File: src/rtl/chan_scan_pkg.sv
// Shared constants and state encoding for the channel scan sequencer.
package chan_scan_pkg;
   localparam int NCH   = 8;
   localparam int SEL_W = 3;

   typedef enum logic [1:0] {
      IDLE    = 2'd0,
      PRESENT = 2'd1,
      DWELL   = 2'd2
   } scan_state_t;
endpackage

File: src/rtl/chan_next_find.sv
// Combinational search for the lowest enabled channel and the next enabled channel above cur.
module chan_next_find
   import chan_scan_pkg::*;
(
   input  logic [NCH-1:0]   mask,
   input  logic [SEL_W-1:0] cur,
   output logic [SEL_W-1:0] nxt,
   output logic             wrapped,
   output logic [SEL_W-1:0] first,
   output logic             any
);

   always_comb begin
      nxt     = '0;
      wrapped = 1'b1;
      first   = '0;
      any     = |mask;
      // Descending scans so the lowest qualifying bit is written last.
      for (int i = NCH - 1; i >= 0; i--) begin
         if (mask[i]) first = SEL_W'(i);
      end
      for (int i = NCH - 1; i >= 0; i--) begin
         if (mask[i] && (i > int'(cur))) begin
            nxt     = SEL_W'(i);
            wrapped = 1'b0;
         end
      end
      if (wrapped) nxt = first;
   end

endmodule

File: src/rtl/chan_scan_seq.sv
// Channel scan sequencer: presents enabled channel indices via valid/ready, then holds each for a dwell window.
module chan_scan_seq
   import chan_scan_pkg::*;
#(
   parameter int DWELL_W = 8
) (
   input  logic               clk,
   input  logic               rst_n,
   input  logic               start,
   input  logic               stop,
   input  logic               cont,
   input  logic [NCH-1:0]     ch_mask,
   input  logic [DWELL_W-1:0] dwell,
   output logic [SEL_W-1:0]   sel,
   output logic               sel_valid,
   input  logic               sel_ready,
   output logic               active,
   output logic               busy,
   output logic               done,
   output logic               wrap
);

   scan_state_t        state, state_n;
   logic [DWELL_W-1:0] cnt, cnt_n;
   logic [DWELL_W-1:0] dwell_q;
   logic [NCH-1:0]     mask_q;
   logic               cont_q;
   logic [SEL_W-1:0]   sel_n;
   logic               done_n, wrap_n, adv, load;

   logic [NCH-1:0]     find_mask;
   logic [SEL_W-1:0]   nxt, first;
   logic               wrapped, any;

   // In IDLE the finder looks at the live mask so the start load needs no extra cycle.
   assign find_mask = (state == IDLE) ? ch_mask : mask_q;
   assign load      = (state == IDLE) && start && !stop && any;

   chan_next_find u_find (
      .mask    (find_mask),
      .cur     (sel),
      .nxt     (nxt),
      .wrapped (wrapped),
      .first   (first),
      .any     (any)
   );

   always_comb begin
      state_n = state;
      sel_n   = sel;
      cnt_n   = cnt;
      done_n  = 1'b0;
      wrap_n  = 1'b0;
      adv     = 1'b0;
      case (state)
         IDLE: begin
            if (start) begin
               if (any) begin
                  sel_n   = first;
                  state_n = PRESENT;
               end else begin
                  done_n = 1'b1;
               end
            end
         end
         PRESENT: begin
            if (sel_ready) begin
               if (dwell_q != '0) begin
                  cnt_n   = dwell_q;
                  state_n = DWELL;
               end else begin
                  adv = 1'b1;
               end
            end
         end
         DWELL: begin
            cnt_n = cnt - DWELL_W'(1);
            if (cnt == DWELL_W'(1)) adv = 1'b1;
         end
         default: state_n = IDLE;
      endcase

      if (adv) begin
         if (wrapped && !cont_q) begin
            done_n  = 1'b1;
            state_n = IDLE;
         end else begin
            sel_n   = nxt;
            wrap_n  = wrapped;
            state_n = PRESENT;
         end
      end

      if (stop) begin
         state_n = IDLE;
         sel_n   = sel;
         cnt_n   = '0;
         done_n  = 1'b0;
         wrap_n  = 1'b0;
      end
   end

   always_ff @(posedge clk or negedge rst_n) begin
      if (!rst_n) begin
         state     <= IDLE;
         cnt       <= '0;
         sel       <= '0;
         sel_valid <= 1'b0;
         active    <= 1'b0;
         busy      <= 1'b0;
         done      <= 1'b0;
         wrap      <= 1'b0;
         mask_q    <= '0;
         dwell_q   <= '0;
         cont_q    <= 1'b0;
      end else begin
         state     <= state_n;
         cnt       <= cnt_n;
         sel       <= sel_n;
         sel_valid <= (state_n == PRESENT);
         active    <= (state_n == DWELL);
         busy      <= (state_n != IDLE);
         done      <= done_n;
         wrap      <= wrap_n;
         if (load) begin
            mask_q  <= ch_mask;
            dwell_q <= dwell;
            cont_q  <= cont;
         end
      end
   end

endmodule

File: config.mk
export PLATFORM = sky130hd
export DESIGN_NAME = chan_scan_seq
export DESIGN_NICKNAME = d
export VERILOG_FILES = /design/src/rtl/chan_scan_pkg.sv /design/src/rtl/chan_next_find.sv /design/src/rtl/chan_scan_seq.sv
export SDC_FILE = /design/constraint.sdc
export NUM_CORES = 1
export LEC_CHECK = 0
export BUFFER_PORTS_ARGS = -buffer_cell sky130_fd_sc_hd__buf_2
export CORE_MARGIN = 2
export CORE_UTILIZATION = 25
export DETAILED_ROUTE_END_ITERATION = 8
export HOLD_SLACK_MARGIN = 0.02
export PLACE_DENSITY = 0.4
export SKIP_LAST_GASP = 1
export SLEW_MARGIN = 20
export SYNTH_ARGS = -nofsm -noshare
export SYNTH_HDL_FRONTEND = slang
export SYNTH_HIERARCHICAL = 1
export SYNTH_SLANG_ARGS = --single-unit
File: constraint.sdc
create_clock -name clk -period 6.05 [get_ports clk]
set_clock_uncertainty 0.1 [all_clocks]
set_input_delay 0.9075 -clock clk [delete_from_list [all_inputs] [get_ports clk]]
set_output_delay 0.9075 -clock clk [all_outputs]
set_load 0.01 [all_outputs]
Word-level counts from Yosys, hierarchy flattened --
Index checks and enable logic that the tools add are counted. W data, S select, Z words.
Operators by class: magnitude comparators 7, reductions and logical operators 19, muxes and demuxes 54, add/sub/neg operators 1, equality and inequality tests 7
Operator list (number):
- $mux W3 | 21
- $mux W8 | 4
- $mux W1 | 20
- $pmux W8 S2 | 1
- $gt A3 B3 Y1 const A | 4
- $mux W2 | 6
- $logic_and A1 B1 Y1 | 11
- $eq A8 B1 Y1 const B | 1
- $reduce_bool A8 Y1 | 1
- $reduce_or A8 Y1 | 1
- $sub A8 B1 Y8 const B | 1
- $gt A2 B3 Y1 const A | 2
- $ne A3 B3 Y1 const B | 2
- $pmux W2 S3 | 1
- $eq A2 B1 Y1 const B | 2
- $eq A2 B2 Y1 const B | 2
- $gt A1 B3 Y1 const A | 1
- $reduce_and A3 Y1 | 1
- $reduce_bool A3 Y1 | 1
- $logic_not A1 Y1 | 2
- $logic_not A2 Y1 | 1
- $pmux W1 S2 | 1
- $reduce_bool A2 Y1 | 1
Storage, ports and cells: output and inout bits 8, register bits after elaboration 35, input port bits 22, logic and storage cells 99

Longest topological paths before layout --
word-level depth 15, depth in mapped cells 12, mapped depth without buffers 11

By module --
Netlist, hierarchy kept.
Modules (own cells, without submodules):
- chan_scan_seq | instances 1, sequential area each 875.8 sq um, cells each 178, area an instance 1918.1 sq um
- chan_next_find | instances 1, sequential area each 0.0 sq um, cells each 49, area an instance 304.0 sq um

Worst setup path after synthesis --
OpenSTA, ideal clock, no wires.
path kind reg-to-reg, start point register state[1], end point register dwell_q[0], clock period less this slack 3.190 ns, buffers on the path 3, required time 5.825 ns, path slack 2.860 ns, setup time 0.125 ns, arrival time 2.966 ns, stages on the path, launching flop included 13, path through dfrtp_1 inv_1 ha_1 buf_1 mux2_2 nor4_1 nand2_1 and2_1 nand2_1 or2_2 buf_2 buf_2 mux2_2
Between the ends: cells in the longest elaborated chain, start to end 4, elaborated cells on any way between the ends 6, classes of those cells mux: 1; reduce/logical: 5
Ends and longest elaborated chain:
- from (decl) | line chan_scan_seq.sv:23 | scan_state_t state, state_n;
- from (signal assigned) | line chan_scan_seq.sv:117 | state <= state_n;
- $logic_not A2 Y1 | line chan_scan_seq.sv:36 | assign find_mask = (state == IDLE) ? ch_mask : mask_q;
- $mux W8 | line chan_scan_seq.sv:36
- via find_mask[2] | line chan_scan_seq.sv:31 | logic [NCH-1:0] find_mask;
- $reduce_or A8 Y1 | line chan_next_find.sv:17 | any = |mask;
- via any | line chan_scan_seq.sv:33 | logic wrapped, any;
- $logic_and A1 B1 Y1 | line chan_scan_seq.sv:37 | assign load = (state == IDLE) && start && !stop && any;
- to (signal assigned) | line chan_scan_seq.sv:127 | dwell_q <= dwell;
- to (decl) | line chan_scan_seq.sv:25 | logic [DWELL_W-1:0] dwell_q;
The timed path passes the listed nets, and every way through them passes these cells. A chain may end at the register's enable or synchronous reset.

Worst setup path after layout --
start point register state[1], end point register dwell_q[3]
Same word-level chain as after synthesis.

==> results.sh <==
export IMPL_outcome="completed"
export IMPL_yosys_area_top_type="dfrtp_1"
export IMPL_cp_required_ns=6.12
export IMPL_grt_max_degree=36
export IMPL_area_delta_synth_final_pct=14.9
export IMPL_synth_edff_count=0
export IMPL_post_cts_resized=0
export IMPL_post_dp_hpwl_um=4050
export IMPL_start_util=0.256
export IMPL_grt_pass1_vias=1831
export IMPL_cts_sink_count=35
export IMPL_synthesis_nets=255
export IMPL_wl_um=5380
export IMPL_leakagePower_nw=1.12
export IMPL_diodes=0
export IMPL_die_y_um=98.3
export IMPL_crit_fanout=17
export IMPL_placed_cells=353
export IMPL_reg2reg_depth=9
export IMPL_crit_chain="inv_1, ha_1, mux2_2, nor4_1, nand2_1, and2_1, nand2_1, or2_2, mux2_2"
export IMPL_clk_latency_ns=0.29
export IMPL_r2r_start="state[1]"
export IMPL_drc=0
export IMPL_hold_depth=1
export IMPL_ys_warn_count=6
export IMPL_htree_levels=2
export IMPL_cp_start_kind="register"
export IMPL_final_common_cell="dfrtp_1"
export IMPL_worstSetupPathType="register to register"
export IMPL_slowest_delay_ns=0.47
export IMPL_post_route_util=0.294
export IMPL_worstPathArrival_ns=3.38
export IMPL_postCtsHoldBufs=0
export IMPL_whs_endpoint="mask_q[3]"
export IMPL_num_rows=34
export IMPL_die_area_sq_um=9660
export IMPL_cap_violations=0
export IMPL_routed_via_density=4.91
export IMPL_io_pins=30
export IMPL_power_per_cell_area_nw_per_um2=378
export IMPL_setup_viol=0
export IMPL_ys_ff_latch=35
export IMPL_final_cell_count_no_fill=361
export IMPL_core_sq_um=8680
export IMPL_synthTopCellsByArea="dfrtp_1 39%, mux2_2 13%, ha_1 3.4%"
export IMPL_drive_above_1_share=0.296
export IMPL_endpoint_kind="register"
export IMPL_nets=280
export IMPL_r2r_end="dwell_q[3]"
export IMPL_r2r_slack_ns=2.75
export IMPL_min_period_over_period=0.546
export IMPL_grt_usage=0.118
export IMPL_drt_pass1_iter_count=4
export IMPL_slew_headroom=0.310
export IMPL_grt_pass1_wl_um=9050
export IMPL_finalSetupTns_ns=0
export IMPL_final_cell_mix="35 x dfrtp_1, 29 x buf_2, 26 x mux2_2"
export IMPL_maxSlewViolCount=0
export IMPL_hold_violations=0
export IMPL_async_flop_share=1.00
export IMPL_max_freq_mhz=303
export IMPL_cts_tree="yes"
export IMPL_syn_cell_area_sq_um=2220
export IMPL_rsz0062_at_grt="false"
export IMPL_synth_area_per_cell_sq_um=9.79
export IMPL_ant_nets=0
export IMPL_wl_per_cell_um=14.9
export IMPL_drt_iter0_drc=67
export IMPL_ys_seq_area_frac=0.394
export IMPL_period_needed_ns=3.30
export IMPL_grt_overflow_total=0
export IMPL_worst_pin_slew_ns=1.01
export IMPL_antenna_found_initial=0
export IMPL_gp_congestion=0.806
export IMPL_synth_top_area_frac=0.394
export IMPL_synthFlopType="dfrtp_1"
export IMPL_crit_slowest_cell="ha_1"
export IMPL_cts_buffers_inserted=5
export IMPL_fp_dieW_um=98.3
export IMPL_clockBufferDepth=2
export IMPL_vias=1772
export IMPL_postCtsSetupBuffers=0
export IMPL_cts_root_buffer="clkbuf_8"
export IMPL_min_from="mask_q[3]"
export IMPL_synth_cell_type_count=53
export IMPL_clk_pin_slew_worst_paths_ns=0.07
export IMPL_vdd_ir_drop_max_mv=0.116
export IMPL_synth_cells=227
export IMPL_worstHoldPathType="register to register"
export IMPL_port_buffer_count=29
## synthesized netlist by cell type, types with 2 or more instances
cell      number
ha_1           6
nand2_1       16
o211ai_1       2
o31ai_1        2
a211oi_2       3
a21boi_0       2
o21ai_1        6
buf_4          2
o31a_1         2
nor2_1        14
o22a_1         4
mux2_2        26
a21oi_1       14
nor4_1         3
or4_4          2
o21ai_2        2
and4b_1        3
mux2i_1        4
nor3_1         3
buf_2          4
clkbuf_1       4
inv_1         12
o21ai_0        6
nand3b_1       2
nand3_1        6
and2b_1        2
nand2b_1       5
dfrtp_1       35
a31oi_1        2
a21boi_1       2
nor2b_1        5
a21oi_2        2
and2_1         3
o22ai_1        2
## through the flow
stage	power, mW	hold slack, ns	setup WS [ns]	instance area, sq um
after floorplan	0.676	0.375	2.86	2220
after global placement	0.782	0.385	2.72	2450
after detailed placement	0.777	0.390	2.72	2450
after CTS	0.974	0.407	2.69	2550
after global routing	1.05	0.439	2.42	2550
final	0.964	0.402	2.75	2550
## state kept, by name, indices dropped and copies added (netlist names)
name	cells
active	1
busy	1
cnt	8
cont_q	1
done	1
dwell_q	8
mask_q	8
sel	3
sel_valid	1
state	2
wrap	1
## per-layer routing
metal | part of all wire | global-route usage
met3 | 0.032 | 0.0279
met2 | 0.49 | 0.204
met4 | 0.0093 | 0.0316
met1 | 0.47 | 0.146
met5 | 0 | 0
## worst max path at each step
stage                         from         end  slack [ns]
after CTS                 state[1]  dwell_q[3]        2.69
after detailed placement  state[1]  dwell_q[3]        2.72
after global placement    state[1]   mask_q[6]        2.72
final                     state[1]  dwell_q[3]        2.75
after floorplan           state[1]  dwell_q[0]        2.86
after global routing      state[1]   mask_q[4]        2.42
## cell families after synthesis
family / after synthesis / share of synthesized area
AO/OA/AOI/OAI: 60 / 0.192
flip-flops: 35 / 0.394
buffers and inverters: 24 / 0.0462
AND/OR/NAND/NOR: 72 / 0.184
multiplexers: 30 / 0.150
adder cells (fa/ha/maj): 6 / 0.0338
## worst max-delay path, delay by kind of cell, from the launching register on
family,cells,cell delay (ns)
muxes,2,0.84
DFF,1,0.43
buffers and inverters,1,0.11
adders and majority gates,1,0.47
and+or+nand+nor,5,1.22
## layout make-up
type                       instances  area [sq um]
clock buffer                       7          96.3
clock inverter                     1          7.51
fill                             957          6130
inverter                          13          48.8
multi-input combinational        168          1240
sequential                        35           876
tap                              108           135
timing repair buffer              29           145
## report_power, final
group          switching, mW  leakage [nW]  internal, mW
sequential            0.0710         0.438         0.299
clock                 0.0894        0.0505         0.104
combinational          0.212         0.630         0.190
total                  0.372          1.12         0.592
Power figures use the tool's default switching activity.
